File: config.mk
export PLATFORM = sky130hd
export DESIGN_NAME = bram_port_scheduler
export DESIGN_NICKNAME = d
export VERILOG_FILES = /design/src/rtl/gfx_mem_pkg.sv /design/src/rtl/rd_return_pipe.sv /design/src/rtl/bram_port_scheduler.sv
export SDC_FILE = /design/constraint.sdc
export NUM_CORES = 1
export LEC_CHECK = 0
export BUFFER_PORTS_ARGS = -buffer_cell sky130_fd_sc_hd__clkbuf_2
export CORE_UTILIZATION = 25
export CTS_CLUSTER_DIAMETER = 100
export DETAILED_ROUTE_END_ITERATION = 10
export SYNTH_ARGS = -nofsm -noshare
export SYNTH_HDL_FRONTEND = slang
export SYNTH_SLANG_ARGS = --single-unit
File: constraint.sdc
create_clock -name clk -period 1.6 [get_ports clk]
set_input_delay 0.32 -clock clk [delete_from_list [all_inputs] [get_ports clk]]
set_output_delay 0.32 -clock clk [all_outputs]
set_load 0.1 [all_outputs]
File: src/rtl/gfx_mem_pkg.sv
// Shared constants for the frame-buffer BRAM port and its requesters.
package gfx_mem_pkg;
    localparam int ADDR_W  = 17;
    localparam int DATA_W  = 32;
    localparam int NUM_REQ = 3;

    localparam logic [1:0] REQ_FETCH = 2'd0;
    localparam logic [1:0] REQ_RFILL = 2'd1;
    localparam logic [1:0] REQ_RPIX  = 2'd2;

    localparam logic OP_RD = 1'b0;
    localparam logic OP_WR = 1'b1;
endpackage

File: src/rtl/rd_return_pipe.sv
// (valid,id) delay line matching the registered-address plus BRAM read latency.
module rd_return_pipe
    import gfx_mem_pkg::*;
#(
    parameter int DEPTH = 2
) (
    input  logic       clk,
    input  logic       rst_,
    input  logic       in_valid,
    input  logic [1:0] in_id,
    output logic       bcast_xfc,
    output logic [1:0] bcast_id
);
    logic [DEPTH-1:0]      vld_q, vld_d;
    logic [DEPTH-1:0][1:0] id_q, id_d;

    always_comb begin
        vld_d = {vld_q[DEPTH-2:0], in_valid};
        id_d  = {id_q[DEPTH-2:0], (in_valid ? in_id : REQ_FETCH)};
    end

    always_ff @(posedge clk or negedge rst_) begin
        if (!rst_) begin
            vld_q <= '0;
            id_q  <= '0;
        end else begin
            vld_q <= vld_d;
            id_q  <= id_d;
        end
    end

    assign bcast_xfc = vld_q[DEPTH-1];
    assign bcast_id  = id_q[DEPTH-1];
endmodule

File: src/rtl/bram_port_scheduler.sv
// Arbitrates fetch and the two draw engines onto the single-port frame-buffer BRAM
// and broadcasts tagged read data after the fixed BRAM latency.
module bram_port_scheduler
    import gfx_mem_pkg::*;
#(
    parameter int RD_LAT    = 1,
    parameter int FETCH_MAX = 8
) (
    input  logic                             clk,
    input  logic                             rst_,
    input  logic                             enable,
    input  logic [NUM_REQ-1:0][ADDR_W-1:0]   req_addr,
    input  logic [NUM_REQ-1:0][DATA_W-1:0]   req_wrdata,
    input  logic [NUM_REQ-1:0]               req_op,
    input  logic [NUM_REQ-1:0]               req_rts,
    output logic [NUM_REQ-1:0]               req_rtr,
    output logic [ADDR_W-1:0]                mem_addr,
    output logic [DATA_W-1:0]                mem_data_out,
    output logic [3:0]                       wben,
    input  logic [DATA_W-1:0]                mem_data_in,
    output logic [DATA_W-1:0]                bcast_data,
    output logic                             bcast_xfc,
    output logic [1:0]                       bcast_id,
    output logic [2:0]                       sel
);
    localparam int FCNT_W = $clog2(FETCH_MAX + 1);
    localparam logic [FCNT_W-1:0] FCNT_MAX = FCNT_W'(FETCH_MAX);

    logic [FCNT_W-1:0] fcnt_q, fcnt_d;
    logic [1:0]        rr_ptr_q, rr_ptr_d;
    logic [ADDR_W-1:0] mem_addr_q, mem_addr_d;
    logic [DATA_W-1:0] mem_data_q, mem_data_d;
    logic [3:0]        wben_q, wben_d;

    logic [2:0]        grant;
    logic              draw_pend, guard, rd_valid;
    logic [1:0]        grant_id;
    logic [ADDR_W-1:0] grant_addr;
    logic [DATA_W-1:0] grant_data;
    logic              grant_op;

    always_comb begin
        draw_pend = req_rts[REQ_RFILL] | req_rts[REQ_RPIX];
        guard     = draw_pend && (fcnt_q == FCNT_MAX);
        grant     = 3'b000;
        // rst_ gates grants so req_rtr/sel read as idle while reset is held.
        if (enable && rst_) begin
            if (req_rts[REQ_FETCH] && !guard)
                grant = 3'b001;
            else if (req_rts[REQ_RFILL] && req_rts[REQ_RPIX])
                grant = (rr_ptr_q == REQ_RPIX) ? 3'b100 : 3'b010;
            else if (req_rts[REQ_RFILL])
                grant = 3'b010;
            else if (req_rts[REQ_RPIX])
                grant = 3'b100;
        end

        grant_id   = REQ_FETCH;
        grant_addr = req_addr[REQ_FETCH];
        grant_data = req_wrdata[REQ_FETCH];
        grant_op   = req_op[REQ_FETCH];
        if (grant[REQ_RFILL]) begin
            grant_id   = REQ_RFILL;
            grant_addr = req_addr[REQ_RFILL];
            grant_data = req_wrdata[REQ_RFILL];
            grant_op   = req_op[REQ_RFILL];
        end else if (grant[REQ_RPIX]) begin
            grant_id   = REQ_RPIX;
            grant_addr = req_addr[REQ_RPIX];
            grant_data = req_wrdata[REQ_RPIX];
            grant_op   = req_op[REQ_RPIX];
        end

        fcnt_d = fcnt_q;
        if (grant[REQ_RFILL] || grant[REQ_RPIX] || !draw_pend)
            fcnt_d = '0;
        else if (grant[REQ_FETCH] && fcnt_q != FCNT_MAX)
            fcnt_d = fcnt_q + FCNT_W'(1);

        rr_ptr_d = rr_ptr_q;
        if (grant[REQ_RFILL])
            rr_ptr_d = REQ_RPIX;
        else if (grant[REQ_RPIX])
            rr_ptr_d = REQ_RFILL;

        mem_addr_d = mem_addr_q;
        mem_data_d = mem_data_q;
        wben_d     = 4'h0;
        if (|grant) begin
            mem_addr_d = grant_addr;
            mem_data_d = grant_data;
            wben_d     = (grant_op == OP_WR) ? 4'hF : 4'h0;
        end
        rd_valid = (|grant) && (grant_op == OP_RD);
    end

    always_ff @(posedge clk or negedge rst_) begin
        if (!rst_) begin
            fcnt_q     <= '0;
            rr_ptr_q   <= REQ_RFILL;
            mem_addr_q <= '0;
            mem_data_q <= '0;
            wben_q     <= 4'h0;
        end else begin
            fcnt_q     <= fcnt_d;
            rr_ptr_q   <= rr_ptr_d;
            mem_addr_q <= mem_addr_d;
            mem_data_q <= mem_data_d;
            wben_q     <= wben_d;
        end
    end

    rd_return_pipe #(.DEPTH(1 + RD_LAT)) u_rd_return_pipe (
        .clk       (clk),
        .rst_      (rst_),
        .in_valid  (rd_valid),
        .in_id     (grant_id),
        .bcast_xfc (bcast_xfc),
        .bcast_id  (bcast_id)
    );

    assign req_rtr      = grant;
    assign sel          = grant;
    assign mem_addr     = mem_addr_q;
    assign mem_data_out = mem_data_q;
    assign wben         = wben_q;
    assign bcast_data   = mem_data_in;
endmodule

==> flow_summary.json <==
{
  "viasPerCell": 5.00,
  "synthTopCellsByArea": "dfrtp_1 (44%), o221ai_1 (12%), nand2_1 (11%)",
  "layout_commonest_cell": "clkbuf_2",
  "synth_nets": 567,
  "dp_slack_ns": -0.172,
  "gr-total-overflow": 0,
  "post-route-period-util": 1.30,
  "powerDensity_nw_per_um2": 1310,
  "maxCapViolCount": 0,
  "area_growth_pct": 58.4,
  "port_buffers": 217,
  "path_clk_slew_ns": 0.06,
  "clock_latency_ns": 0.33,
  "dr.first_iter.drc_count": 110,
  "arrival_ns": 1.76,
  "holdBufCountCts": 0,
  "tightest_slew_ns": 0.563,
  "most-common-layout-cells": "clkbuf_2 (210), nand2_1 (104), dfrtp_1 (60)",
  "critPathRequiredTime_ns": 1.28,
  "hpwl_mm": 8.82,
  "drt-total-wl_mm": 12.5,
  "synth_cells": 377,
  "cts_sinks": 62,
  "ys_seq_elements": 62,
  "p_total_mw": 7.21,
  "detail_route.wl_per_cell_um": 16.7,
  "peakVddDrop_mv": 0.588,
  "track_usage": 0.160,
  "slew_headroom": 0.626,
  "cp-end-kind": "primary output",
  "drive_gt1_frac": 0.568,
  "worst_slack_ns": -0.477,
  "dieArea_um2": 14300,
  "hold_path.class": "primary input to async pin",
  "clockRootBuffer": "clkbuf_16",
  "core_um2": 13400,
  "first_pass_iters": 4,
  "rr_worst_depth": 7,
  "yosysTopAreaCell": "dfrtp_1",
  "path_cells": "inv_2 -> ha_4 -> nand3b_1 -> o21ai_4 -> and3_4 -> buf_12",
  "die_h_um": 120,
  "dr_total_vias": 3751,
  "start_kind": "register",
  "antenna_cells": 0,
  "cp-endpoint": "sel[1]",
  "cts_inserted_buffers": 9,
  "critPathMaxStageDelay_ns": 0.39,
  "skew_ns": 0.00795,
  "yosysSeqAreaShare": 0.448,
  "fin_crit_ns": 2.08,
  "die_x_um": 120,
  "nets": 759,
  "worst_path_max_delay_cell": "dfrtp_1",
  "cp_max_fo": 4,
  "setup_viol": 39,
  "grt_pass1_vias": 3668,
  "r2r_setup_slack_ns": -0.03,
  "htree_levels": 3,
  "antenna_found_initial": 0,
  "ios": 282,
  "yosysWarnings": 0,
  "path_class": "register to primary output",
  "cts_tree": "done",
  "clockBufferDepth": 2,
  "leakage_nw": 2.66,
  "path_depth": 6,
  "r2r-end": "mem_addr[12]",
  "hold_violations": 0,
  "start_util": 0.259,
  "syn-cell-area_um2": 3470,
  "startpoint": "fcnt_q[0]",
  "rsz0062_at_grt": "yes",
  "std_cell_rows": 42,
  "grt_first_pass_wirelength_mm": 17.7,
  "status": "finished, violations left",
  "detail-route-antenna-nets": 0,
  "crit_buf_inv": 2,
  "violations": "negative setup slack",
  "synth.distinct_cells": 34,
  "drc": 0,
  "synth_top_cell_area_share": 0.440,
  "maxSlewViolCount": 0,
  "grt_max_degree": 41,
  "r2r_start": "fcnt_q[0]",
  "cp_top_family": "simple AND/OR/NAND/NOR gates",
  "timing.fmax_ghz": 0.481,
  "gp_congestion": 0.774,
  "syn-mean-instance-area_um2": 9.19
}
## flip-flops by register name, summed over array words and instances, names as in the netlist
signal and count:
fcnt_q 4, mem_addr 17, mem_data_out 32, rr_ptr_q 2, u_rd_return_pipe.bcast_id 2, u_rd_return_pipe.id_d 2
u_rd_return_pipe.vld_q 2, wben 1
## metrics by stage
stage | instance area, um2 | utilization | cells | hold slack [ns] | setup TNS [ns]
CTS | 5090 | 0.380 | 744 | 0.0348 | -2.90
global placement | 4750 | 0.354 | 727 | 0.336 | -0.497
floorplan | 3560 | - | 377 | 0.0244 | -1.76
detailed placement | 4750 | 0.354 | 727 | 0.336 | -2.44
global route | 5490 | 0.410 | 750 | 0.0575 | -5.16
finish | 5490 | 0.410 | 750 | 0.0216 | -3.12
## where the power goes
group	switching (mW)	internal (mW)	total, mW
logic	2.52	0.750	3.27
clock network	0.721	1.24	1.96
registers	0.150	1.82	1.97
total	3.39	3.81	7.21
## cells in the mapped netlist
| library cell | count |
|---|---|
| o21ai_0 | 1 |
| o21a_1 | 1 |
| a22oi_1 | 51 |
| mux2i_1 | 1 |
| dfstp_2 | 1 |
| ha_1 | 2 |
| buf_2 | 17 |
| clkbuf_1 | 13 |
| nand4_1 | 1 |
| o2111ai_1 | 1 |
| inv_2 | 2 |
| nand2_1 | 104 |
| o32ai_1 | 1 |
| a221o_1 | 1 |
| nand3b_1 | 2 |
| o21ai_2 | 2 |
| a31oi_1 | 1 |
| or2_1 | 1 |
| or4_1 | 1 |
| dfrtp_1 | 61 |
| nor3_1 | 1 |
| o211ai_2 | 1 |
| inv_1 | 5 |
| nand3_1 | 2 |
| a21oi_1 | 1 |
| a21o_1 | 1 |
| and2_1 | 2 |
| buf_4 | 41 |
| and3_1 | 1 |
| and3b_1 | 1 |
| nor2_1 | 5 |
| nand2b_4 | 1 |
| o221ai_1 | 49 |
| a21oi_2 | 1 |
## cell families (layout without fill, tap and decap cells)
kind of cell             after synthesis  in the layout  synth area share
AO/OA/AOI/OAI                        112            112             0.262
buffers and inverters                 78            275             0.135
adder cells (fa/ha/maj)                2              2           0.00722
flip-flops                            62             62             0.448
AND/OR/NAND/NOR                      122            122             0.144
multiplexers                           1              1           0.00289
## layout make-up
cell class                 count  area [um2]
fill                        1332        7910
multi-input combinational    237        1760
timing repair buffer         252        1630
sequential                    62        1550
clock buffer                  10         239
tap                          176         220
clock inverter                 6        61.3
inverter                       7        30.0
## routing by layer
metal  share of wire  GRT usage  vias to the layer above
li1                -          -                     1733
met1            0.40      0.179                     1803
met2            0.50      0.279                      181
met3           0.071     0.0475                       34
met4           0.023     0.0742                        0
met5               0          0                        -
## repair_timing
item / in CTS / in global routing
endpoints found under the setup margin: 53 / 57
buffers inserted: 1 / 1
gates resized for setup: 9 / 45
cloned: 0 / 5
pin swaps: 2 / 12
## worst min-delay path by stage
stage / to / from / slack (ns)
final: fcnt_q[2] / rst_ / 0.02
after global routing: fcnt_q[2] / rst_ / 0.06
after CTS: rr_ptr_q[1] / rst_ / 0.03
after detailed placement: u_rd_return_pipe.bcast_id[0] / u_rd_return_pipe.id_d[2] / 0.34
after global placement: u_rd_return_pipe.vld_q[1] / u_rd_return_pipe.vld_q[0] / 0.34
after floorplan: fcnt_q[0] / rst_ / 0.02
(Power assumes the default switching activity.)
